File: src/rtl/cpu_pkg.sv
`default_nettype none
// ============================================================================
// Module      : cpu_pkg
// Description : Shared types for the 5-stage core control path. Holds the
//               memory-wait FSM encoding, the hazard priority encoding and
//               the default memory timeout.
// Revision    : 1.0 - initial release
// ============================================================================
package cpu_pkg;

  localparam int MEM_TIMEOUT_DEFAULT = 16;

  typedef enum logic [1:0] {
    ST_IDLE  = 2'd0,
    ST_WAIT  = 2'd1,
    ST_ERROR = 2'd2
  } fsm_state_t;

  // Ordered so that a larger code means a higher-priority action.
  typedef enum logic [2:0] {
    HZ_NORMAL    = 3'd0,
    HZ_JUMP      = 3'd1,
    HZ_LOAD_USE  = 3'd2,
    HZ_BRANCH    = 3'd3,
    HZ_MEM_STALL = 3'd4,
    HZ_ERROR     = 3'd5
  } hazard_t;

  // Actions that cost a stall cycle. A freeze caused by the terminal error
  // state is deliberately excluded.
  function automatic logic is_stall_action(input hazard_t h);
    return (h == HZ_MEM_STALL) || (h == HZ_LOAD_USE);
  endfunction

  // Actions that redirect the fetch stream.
  function automatic logic is_redirect_action(input hazard_t h);
    return (h == HZ_BRANCH) || (h == HZ_JUMP);
  endfunction

endpackage
`default_nettype wire

File: src/rtl/hazard_detect.sv
`default_nettype none
// ============================================================================
// Module      : hazard_detect
// Description : Purely combinational hazard decode. Produces the memory
//               stall and load-use conditions and picks the winning action
//               by fixed priority.
// Revision    : 1.0 - initial release
// ============================================================================
module hazard_detect
  import cpu_pkg::*;
(
  input  logic       error_state,
  input  logic       mem_access,
  input  logic       mem_ready,
  input  logic       branch_taken,
  input  logic       id_jump,
  input  logic       idex_mem_read,
  input  logic [4:0] idex_rt,
  input  logic [4:0] ifid_rs,
  input  logic [4:0] ifid_rt,
  output logic       mstall,
  output hazard_t    hazard
);

  logic lu;

  // Raw hazard conditions; $zero as a load target never creates a dependency.
  always_comb begin
    mstall = mem_access && !mem_ready;
    lu     = idex_mem_read && (idex_rt != 5'd0) &&
             ((idex_rt == ifid_rs) || (idex_rt == ifid_rt));
  end

  // Fixed-priority selection: error > memory stall > branch > load-use > jump.
  always_comb begin
    hazard = HZ_NORMAL;
    if (error_state) begin
      hazard = HZ_ERROR;
    end else if (mstall) begin
      hazard = HZ_MEM_STALL;
    end else if (branch_taken) begin
      hazard = HZ_BRANCH;
    end else if (lu) begin
      hazard = HZ_LOAD_USE;
    end else if (id_jump) begin
      hazard = HZ_JUMP;
    end
  end

endmodule
`default_nettype wire

File: src/rtl/hazard_ctrl.sv
`default_nettype none
// ============================================================================
// Module      : hazard_ctrl
// Description : Pipeline control unit. Drives the write-enable and flush
//               controls of the four pipeline registers and the PC, tracks
//               data-memory wait cycles with a timeout, and keeps stall and
//               redirect performance counters.
// Revision    : 1.0 - initial release
// ============================================================================
module hazard_ctrl
  import cpu_pkg::*;
#(
  parameter int MEM_TIMEOUT = MEM_TIMEOUT_DEFAULT,
  parameter int PERF_W      = 32
) (
  input  logic              clk,
  input  logic              reset,
  input  logic [4:0]        IFID_RsAddr,
  input  logic [4:0]        IFID_RtAddr,
  input  logic              ID_Jump,
  input  logic              IDEX_MemRead,
  input  logic [4:0]        IDEX_RtAddr,
  input  logic              EX_BranchTaken,
  input  logic              EXMEM_MemAccess,
  input  logic              Mem_Ready,
  output logic              PC_Write,
  output logic              IFID_Write,
  output logic              IDEX_Write,
  output logic              EXMEM_Write,
  output logic              MEMWB_Write,
  output logic              IFID_Flush,
  output logic              IDEX_Flush,
  output logic              EXMEM_Flush,
  output logic              MEMWB_Flush,
  output logic              Mem_Error,
  output logic [PERF_W-1:0] Stall_Count,
  output logic [PERF_W-1:0] Flush_Count
);

  localparam int                WAIT_W    = $clog2(MEM_TIMEOUT) + 1;
  localparam logic [WAIT_W-1:0] WAIT_LAST = WAIT_W'(MEM_TIMEOUT - 1);

  fsm_state_t        state, state_nxt;
  logic [WAIT_W-1:0] wait_cnt, wait_cnt_nxt;
  logic              mstall;
  hazard_t           hazard;

  hazard_detect u_detect (
    .error_state   (state == ST_ERROR),
    .mem_access    (EXMEM_MemAccess),
    .mem_ready     (Mem_Ready),
    .branch_taken  (EX_BranchTaken),
    .id_jump       (ID_Jump),
    .idex_mem_read (IDEX_MemRead),
    .idex_rt       (IDEX_RtAddr),
    .ifid_rs       (IFID_RsAddr),
    .ifid_rt       (IFID_RtAddr),
    .mstall        (mstall),
    .hazard        (hazard)
  );

  // Memory-wait FSM state and wait-cycle counter.
  always_ff @(posedge clk or negedge reset) begin
    if (!reset) begin
      state    <= ST_IDLE;
      wait_cnt <= '0;
    end else begin
      state    <= state_nxt;
      wait_cnt <= wait_cnt_nxt;
    end
  end

  // Next-state logic: count not-ready cycles and trap once the budget is spent.
  always_comb begin
    state_nxt    = state;
    wait_cnt_nxt = wait_cnt;
    case (state)
      ST_IDLE: begin
        if (mstall) begin
          state_nxt    = ST_WAIT;
          wait_cnt_nxt = WAIT_W'(1);
        end
      end
      ST_WAIT: begin
        if (Mem_Ready || !EXMEM_MemAccess) begin
          // Either completed or the access was withdrawn.
          state_nxt    = ST_IDLE;
          wait_cnt_nxt = '0;
        end else if (wait_cnt == WAIT_LAST) begin
          state_nxt = ST_ERROR;
        end else begin
          wait_cnt_nxt = wait_cnt + WAIT_W'(1);
        end
      end
      ST_ERROR: begin
        // Terminal until reset.
      end
      default: begin
        state_nxt    = ST_IDLE;
        wait_cnt_nxt = '0;
      end
    endcase
  end

  // Pipeline controls; reset holds every stage and bubbles all of them.
  always_comb begin
    PC_Write    = 1'b1;
    IFID_Write  = 1'b1;
    IDEX_Write  = 1'b1;
    EXMEM_Write = 1'b1;
    MEMWB_Write = 1'b1;
    IFID_Flush  = 1'b0;
    IDEX_Flush  = 1'b0;
    EXMEM_Flush = 1'b0;
    MEMWB_Flush = 1'b0;
    if (!reset) begin
      PC_Write    = 1'b0;
      IFID_Write  = 1'b0;
      IDEX_Write  = 1'b0;
      EXMEM_Write = 1'b0;
      MEMWB_Write = 1'b0;
      IFID_Flush  = 1'b1;
      IDEX_Flush  = 1'b1;
      EXMEM_Flush = 1'b1;
      MEMWB_Flush = 1'b1;
    end else begin
      case (hazard)
        HZ_ERROR, HZ_MEM_STALL: begin
          // Freeze IF..MEM; WB gets a bubble so the stalled access retires once.
          PC_Write    = 1'b0;
          IFID_Write  = 1'b0;
          IDEX_Write  = 1'b0;
          EXMEM_Write = 1'b0;
          MEMWB_Write = 1'b0;
          MEMWB_Flush = 1'b1;
        end
        HZ_BRANCH: begin
          IFID_Flush = 1'b1;
          IDEX_Flush = 1'b1;
        end
        HZ_LOAD_USE: begin
          PC_Write   = 1'b0;
          IFID_Write = 1'b0;
          IDEX_Flush = 1'b1;
        end
        HZ_JUMP: begin
          IFID_Flush = 1'b1;
        end
        default: begin
        end
      endcase
    end
  end

  // Sticky timeout flag, set on the edge that enters the error state.
  always_ff @(posedge clk or negedge reset) begin
    if (!reset) begin
      Mem_Error <= 1'b0;
    end else if (state_nxt == ST_ERROR) begin
      Mem_Error <= 1'b1;
    end
  end

  // Performance counters, wrapping naturally at their width.
  always_ff @(posedge clk or negedge reset) begin
    if (!reset) begin
      Stall_Count <= '0;
      Flush_Count <= '0;
    end else begin
      if (is_stall_action(hazard)) begin
        Stall_Count <= Stall_Count + PERF_W'(1);
      end
      if (is_redirect_action(hazard)) begin
        Flush_Count <= Flush_Count + PERF_W'(1);
      end
    end
  end

endmodule
`default_nettype wire

File: config.mk
export PLATFORM = sky130hd
export DESIGN_NAME = hazard_ctrl
export DESIGN_NICKNAME = d
export VERILOG_FILES = /design/src/rtl/cpu_pkg.sv /design/src/rtl/hazard_detect.sv /design/src/rtl/hazard_ctrl.sv
export SDC_FILE = /design/constraint.sdc
export NUM_CORES = 1
export LEC_CHECK = 0
export BUFFER_PORTS_ARGS = -buffer_cell sky130_fd_sc_hd__buf_2
export CORE_MARGIN = 2
export CORE_UTILIZATION = 57
export DETAILED_ROUTE_END_ITERATION = 7
export PLACE_DENSITY_LB_ADDON = 0.12
export RECOVER_POWER = 25
export SYNTH_ARGS = -nofsm -noshare
export SYNTH_HDL_FRONTEND = slang
export SYNTH_HIERARCHICAL = 1
export SYNTH_SLANG_ARGS = --single-unit
export TNS_END_PERCENT = 10
File: constraint.sdc
create_clock -name clk -period 7.1 [get_ports clk]
set_input_delay 1.775 -clock clk [delete_from_list [all_inputs] [get_ports clk]]
set_output_delay 1.775 -clock clk [all_outputs]
set_load 0.03 [all_outputs]
==> flow_summary_export.csv, run 1 <==
group,metric,value,unit
run,cap_violations,2,
finish,final_util,0.709,
power_and_ir_drop,clkPwrFrac,0.342,
place,port_buffers,95,
synthesis,async_flop_share,1.00,
place,place_inst,515,
power_and_ir_drop,netSwitchingPower,330,uW
routing,drc,0,
place,hpwlAfterDp,5.84,mm
finish,syn2layout_area_growth,20.4,%
sta,hold_slack,463,ps
sta,slew_violations,78,
global_route,grt_pass1_wl,13.3,mm
sta,fin_crit_sh,0.800,
worst_setup_path,cp.arrival,3910,ps
synthesis,yosys-top-cells-area,"dfrtp_1, xnor2_1, nand4_1",
worst_setup_path,end_kind,"output pin",
sta,setup_viol,0,
power_and_ir_drop,p_int,728,uW
clocking,cts.clk_slew.worst_paths,70,ps
global_route,grt_overflow,0,
finish,final_common_cell,"buf_2",
synthesis,yosysSeqAreaShare,0.484,
routing,drtIter0Drc,195,
sta,timing.slew.headroom,-0.494,
floorplan,io_pins,96,
synthesis,netlist_area,0.00372,sq mm
sta,worst_slew_pin_slew,2240,ps
sta,fin_crit,5680,ps
outcome,status,"finished, violations left",
routing,drt-total-wl,7.80,mm
sta,hold_viol,0,
finish,multi_input_area,0.00183,sq mm
sta,finalSetupTns,0,ps
clocking,insertion_delay,330,ps
finish,final_cell_mix,"buf_2, dfrtp_1, xnor2_1",
synthesis,syn_avg_cell_area,10.7,sq um
worst_setup_path,worstSetupStartpointType,"input port",
worst_setup_path,reg2reg_slack,4540,ps
power_and_ir_drop,peakVddDrop,182,uV
finish,drive_above_1_share,0.278,
synthesis,yosysTopAreaCell,"dfrtp_1",
clocking,cts_buffers,9,
power_and_ir_drop,power-per-cell-area,236,mW/mm^2
routing,wl_per_cell,14.7,um
finish,nets,475,
power_and_ir_drop,p_leak,0.00221,uW
power_and_ir_drop,finalPower,1060,uW
floorplan,fp.coreArea,0.00631,sq mm
clocking,holdBufCountCts,0,
synthesis,synth.top_cell.area_share,0.484,
worst_setup_path,crit_required,5330,ps
global_route,grt_max_degree,44,
finish,antennaDiodeCount,0,
global_route,antenna_found_initial,0,
synthesis,ys_warn_count,6,
floorplan,dieWidth,84.8,um
sta,rsz0062_at_grt,"false",
clocking,clockBufferDepth,2,
synthesis,synth_cells,347,
power_and_ir_drop,combPwrFrac,0.196,
routing,num_vias,3018,
synthesis,synthesis.nets,373,
routing,viasPerCell,5.68,
routing,drt-pass1-iter-count,5,
finish,finalNonFillerCells,531,
place,globalplace.congestion,0.842,
synthesis,synth_flop_cell,"dfrtp_1",
synthesis,synth_edf_count,0,
floorplan,die_height,84.8,um
sta,fmax,176,MHz
global_route,grt_pass1_vias,2837,
clocking,htreeDepth,3,
clocking,postCtsResizedCells,0,
global_route,track_usage,0.231,
finish,nFillCells,509,
worst_setup_path,cp_max_fo,33,
worst_setup_path,critical_path_class,"in2out",
floorplan,dieArea,0.00719,sq mm
floorplan,initial_core_util,0.589,
clocking,cts.sinks,72,
power_and_ir_drop,swShare,0.312,
clocking,cts_tree,"yes",
sta,clock_skew,7.47,ps
floorplan,rows,29,
synthesis,synth_seq_cells,72,
synthesis,ys_types,42,
routing,ant_nets,0,
clocking,post_cts_buffers,0,
power_and_ir_drop,seq_power_share,0.461,
hold_path,hold_path.class,"reg2reg",
clocking,cts_root_buf,"clkbuf_8",
finish,regArea,0.00180,sq mm
outcome,failed_checks,"capacitance limit, slew limit",
[through the flow]
step | instance area, sq um | setup slack (ps)
after global routing | 4480 | 889
after floorplan | 3720 | 1090
final | 4480 | 1420
after detailed placement | 4260 | 1670
after CTS | 4490 | 1660
after global placement | 4260 | 1700
[critical path, cell delays in order]
cell	delay, ps
clkbuf_1	1190
o21ai_0	400
a31oi_1	290
buf_2	230
[final cells by class]
type,count,area share
Multi-Input combinational cell,256,0.408
Clock inverter,5,0.0176
Sequential cell,72,0.402
Inverter,14,0.0117
Tap cell,77,0.0215
Timing Repair Buffer,96,0.105
Clock buffer,11,0.0338
[final timing paths]
check,from,cells after the start,to
max in group asynchronous,reset,2,Flush_Count[2]$_DFFE_PN0P_
max reg2reg,state[0]$_DFF_PN0_,7,Flush_Count[29]$_DFFE_PN0P_
min in group asynchronous,reset,1,Stall_Count[16]$_DFFE_PN0P_
min,Stall_Count[31]$_DFFE_PN0P_,1,Stall_Count[31]$_DFFE_PN0P_
max,reset,4,IFID_Write
min reg2reg,Stall_Count[31]$_DFFE_PN0P_,1,Stall_Count[31]$_DFFE_PN0P_
[routing by layer]
layer | global-route usage | vias to the layer above | wire length (um)
met4 | 0.0909 | 0 | 117
met5 | 0 | - | 0
met3 | 0.0403 | 10 | 387
met1 | 0.326 | 1465 | 3650
li1 | - | 1455 | -
met2 | 0.356 | 88 | 3640
[synthesized netlist by cell type (2+ instances only)]
cell type,number
mux2_2,2
nand3_1,27
nor2_1,17
a21o_1,2
ha_1,4
nor4_4,4
inv_1,14
and4_1,5
and3_2,4
dfrtp_1,72
or4_1,3
a22o_1,2
nor3_2,4
nand2b_1,2
nor4_1,4
xnor2_1,55
nand2_1,21
or2_2,2
and3_1,11
xor2_1,19
nand3b_1,3
buf_4,3
nor2b_1,2
o21ai_0,6
o22ai_1,2
nor3_1,9
nand4_1,33
[kinds of logic after synthesis]
kind of cell,share of synthesized area
AO/OA/AOI/OAI,0.0323
XOR/XNOR,0.174
adder cells (fa/ha/maj),0.0135
buffers and inverters,0.0246
flip-flops,0.484
multiplexers,0.00605
AND/OR/NAND/NOR,0.265
[state kept, by name (all words and copies together), names as in the netlist]
register and flops:
Mem_Error 1, wait_cnt 5, Flush_Count 32, Stall_Count 32, state 2
[power groups by stage]
stage          clock network [uW]  logic, uW  registers [uW]
3_5_place_dp                    0        209             497
3_3_place_gp                    0        207             496
6_report                      362        207             488
2_1_floorplan                   0       82.6             551
5_1_grt                       386        226             497
4_1_cts                       371        210             489
(Power assumes the default switching activity.)
==> run 2, diff against run 1 <==
--- a/config.mk
+++ b/config.mk
@@ -7,7 +7,7 @@
 export LEC_CHECK = 0
 export BUFFER_PORTS_ARGS = -buffer_cell sky130_fd_sc_hd__buf_2
 export CORE_MARGIN = 2
-export CORE_UTILIZATION = 57
+export CORE_UTILIZATION = 53
 export DETAILED_ROUTE_END_ITERATION = 7
 export PLACE_DENSITY_LB_ADDON = 0.12
 export RECOVER_POWER = 25
==> constraint.sdc (replaced) <==
create_clock -name clk -period 5.5 [get_ports clk]
set_input_delay 1.375 -clock clk [delete_from_list [all_inputs] [get_ports clk]]
set_output_delay 1.375 -clock clk [all_outputs]
set_load 0.03 [all_outputs]
==> run 2 against run 1 <==
Compared with the run above: the flow still finishes with violations (capacitance limit, slew limit); sequential cell count did not move; first-iteration DRC count down 42%; combinational power increased by 28%; critical path type unchanged.
==> flow_summary_export.csv, run 2 (synthesis gave the netlist of run 1 again) <==
group,metric,value,unit
global_route,grt_pass1_vias,2793,
power_and_ir_drop,peakVddDrop,323,uV
worst_setup_path,cp-startpoint,"IDEX_RtAddr[3]",
finish,antennaDiodeCount,0,
routing,drt-pass1-iter-count,4,
worst_setup_path,r2r-start,"state[0]$_DFF_PN0_",
floorplan,dieWidth,87.8,um
sta,fin_crit_sh,0.856,
sta,hold_slack,463,ps
clocking,cts.clk_slew.worst_paths,80,ps
run,cap_violations,1,
power_and_ir_drop,netSwitchingPower,436,uW
finish,final_cell_mix,"buf_2, dfrtp_1, xnor2_1",
clocking,holdBufCountCts,0,
clocking,cts_tree,"yes",
routing,drtIter0Drc,114,
sta,rsz0062_at_grt,"false",
sta,hold_viol,0,
floorplan,dieArea,0.00770,sq mm
place,place_inst,534,
place,globalplace.congestion,0.843,
routing,wl_per_cell,14.7,um
global_route,antenna_found_initial,0,
worst_setup_path,cp_max_fo,5,
routing,wl_met2,3.88,mm
worst_setup_path,cp.arrival,3330,ps
place,place_area,0.00428,sq mm
finish,nFillCells,571,
finish,finalNonFillerCells,550,
clocking,cts_root_buf,"clkbuf_8",
sta,timing.slew.headroom,-0.110,
clocking,clockBufferDepth,2,
sta,worst_slew_pin_slew,1670,ps
worst_setup_path,critical_path_class,"in2out",
routing,drc,0,
clocking,cts.sinks,72,
power_and_ir_drop,swShare,0.319,
floorplan,die_height,87.8,um
finish,syn2layout_area_growth,21.0,%
floorplan,fp.coreArea,0.00679,sq mm
sta,setup_viol,0,
clocking,post_cts_buffers,0,
power_and_ir_drop,p_leak,0.00222,uW
sta,fin_crit,4710,ps
clocking,postCtsResizedCells,0,
sta,fmax,212,MHz
worst_setup_path,end_kind,"output pin",
finish,drive_above_1_share,0.284,
global_route,grt_pass1_wl,13.3,mm
power_and_ir_drop,seq_power_share,0.466,
routing,wl_met1,3.72,mm
sta,finalSetupTns,0,ps
power_and_ir_drop,clkPwrFrac,0.341,
global_route,track_usage,0.220,
clocking,cts_buffers,9,
global_route,grt_max_degree,70,
finish,nets,475,
floorplan,io_pins,96,
finish,stdcell_area,0.00450,sq mm
power_and_ir_drop,combPwrFrac,0.193,
sta,clock_skew,8.56,ps
global_route,grt_overflow,0,
power_and_ir_drop,power-per-cell-area,304,mW/mm^2
place,hpwlAfterDp,5.98,mm
floorplan,rows,30,
routing,drt-total-wl,8.09,mm
finish,top_regs,"Flush_Count: 32 flops, Stall_Count: 32 flops, wait_cnt: 5 flops",
routing,ant_nets,0,
hold_path,min_from,"Stall_Count[31]$_DFFE_PN0P_",
clocking,insertion_delay,340,ps
routing,viasPerCell,5.43,
sta,slew_violations,70,
outcome,status,"finished, violations left",
hold_path,hold_path.class,"reg2reg",
outcome,failed_checks,"capacitance limit, slew limit",
power_and_ir_drop,p_int,930,uW
floorplan,initial_core_util,0.548,
place,port_buffers,95,
worst_setup_path,worstSetupStartpointType,"input port",
clocking,htreeDepth,3,
worst_setup_path,crit_required,4120,ps
finish,final_common_cell,"buf_2",
routing,top_layer,"met4",
routing,num_vias,2984,
routing,dr_wl_met3,409,um
[run 2: cell types whose count changed in the layout (fill, tap and decap cells not counted), sizes merged]
cell,before,now
inv,14,15
buf,89,93
clkinvlp,0,1
clkbuf,18,15
clkinv,3,0
[run 2: worst paths after layout]
check,end,slack [ps],cells past startpoint
worst max register to register,Flush_Count[29]$_DFFE_PN0P_,2840,7
worst min-delay path,Stall_Count[31]$_DFFE_PN0P_,460,1
worst min register to register,Stall_Count[31]$_DFFE_PN0P_,460,1
max in group asynchronous,Flush_Count[20]$_DFFE_PN0P_,2670,2
min in group asynchronous,state[0]$_DFF_PN0_,910,1
worst max-delay path,PC_Write,790,8
[run 2: layout make-up]
cell class	instances	area, sq um	share of cell area
clock buffer	12	145	0.0322
clock inverter	4	76.3	0.0170
inverter	14	52.6	0.0117
multi-input combinational	256	1830	0.406
sequential	72	1800	0.400
tap	96	120	0.0267
timing repair buffer	96	478	0.106
[run 2: worst max-delay path, cell delays in order]
cell and delay, ps:
buf_2 120, or4_1 540, o21ai_2 150, nor3_1 70, a221oi_2 430, inv_1 190
a31oi_1 220, buf_2 230
[run 2: per-stage QoR]
stage | utilization | worst slack, ps | power (uW)
floorplan | - | 288 | 818
global placement | 0.631 | 920 | 905
detailed placement | 0.631 | 806 | 913
CTS | 0.663 | 804 | 1380
global route | 0.662 | 668 | 1430
finish | 0.662 | 793 | 1370
[run 2: power by group through the flow]
stage	Combinational (uW)	Clock, uW	Sequential (uW)
after floorplan	107	0	711
after global placement	263	0	642
after detailed placement	268	0	645
after CTS	268	475	636
after global routing	284	503	645
final	264	466	637
[run 2: routing by layer]
| metal | GRT usage | vias up |
|---|---|---|
| met4 | 0.0769 | 0 |
| met3 | 0.0500 | 8 |
| met5 | 0 | - |
| met2 | 0.354 | 74 |
| met1 | 0.294 | 1455 |
| li1 | - | 1447 |
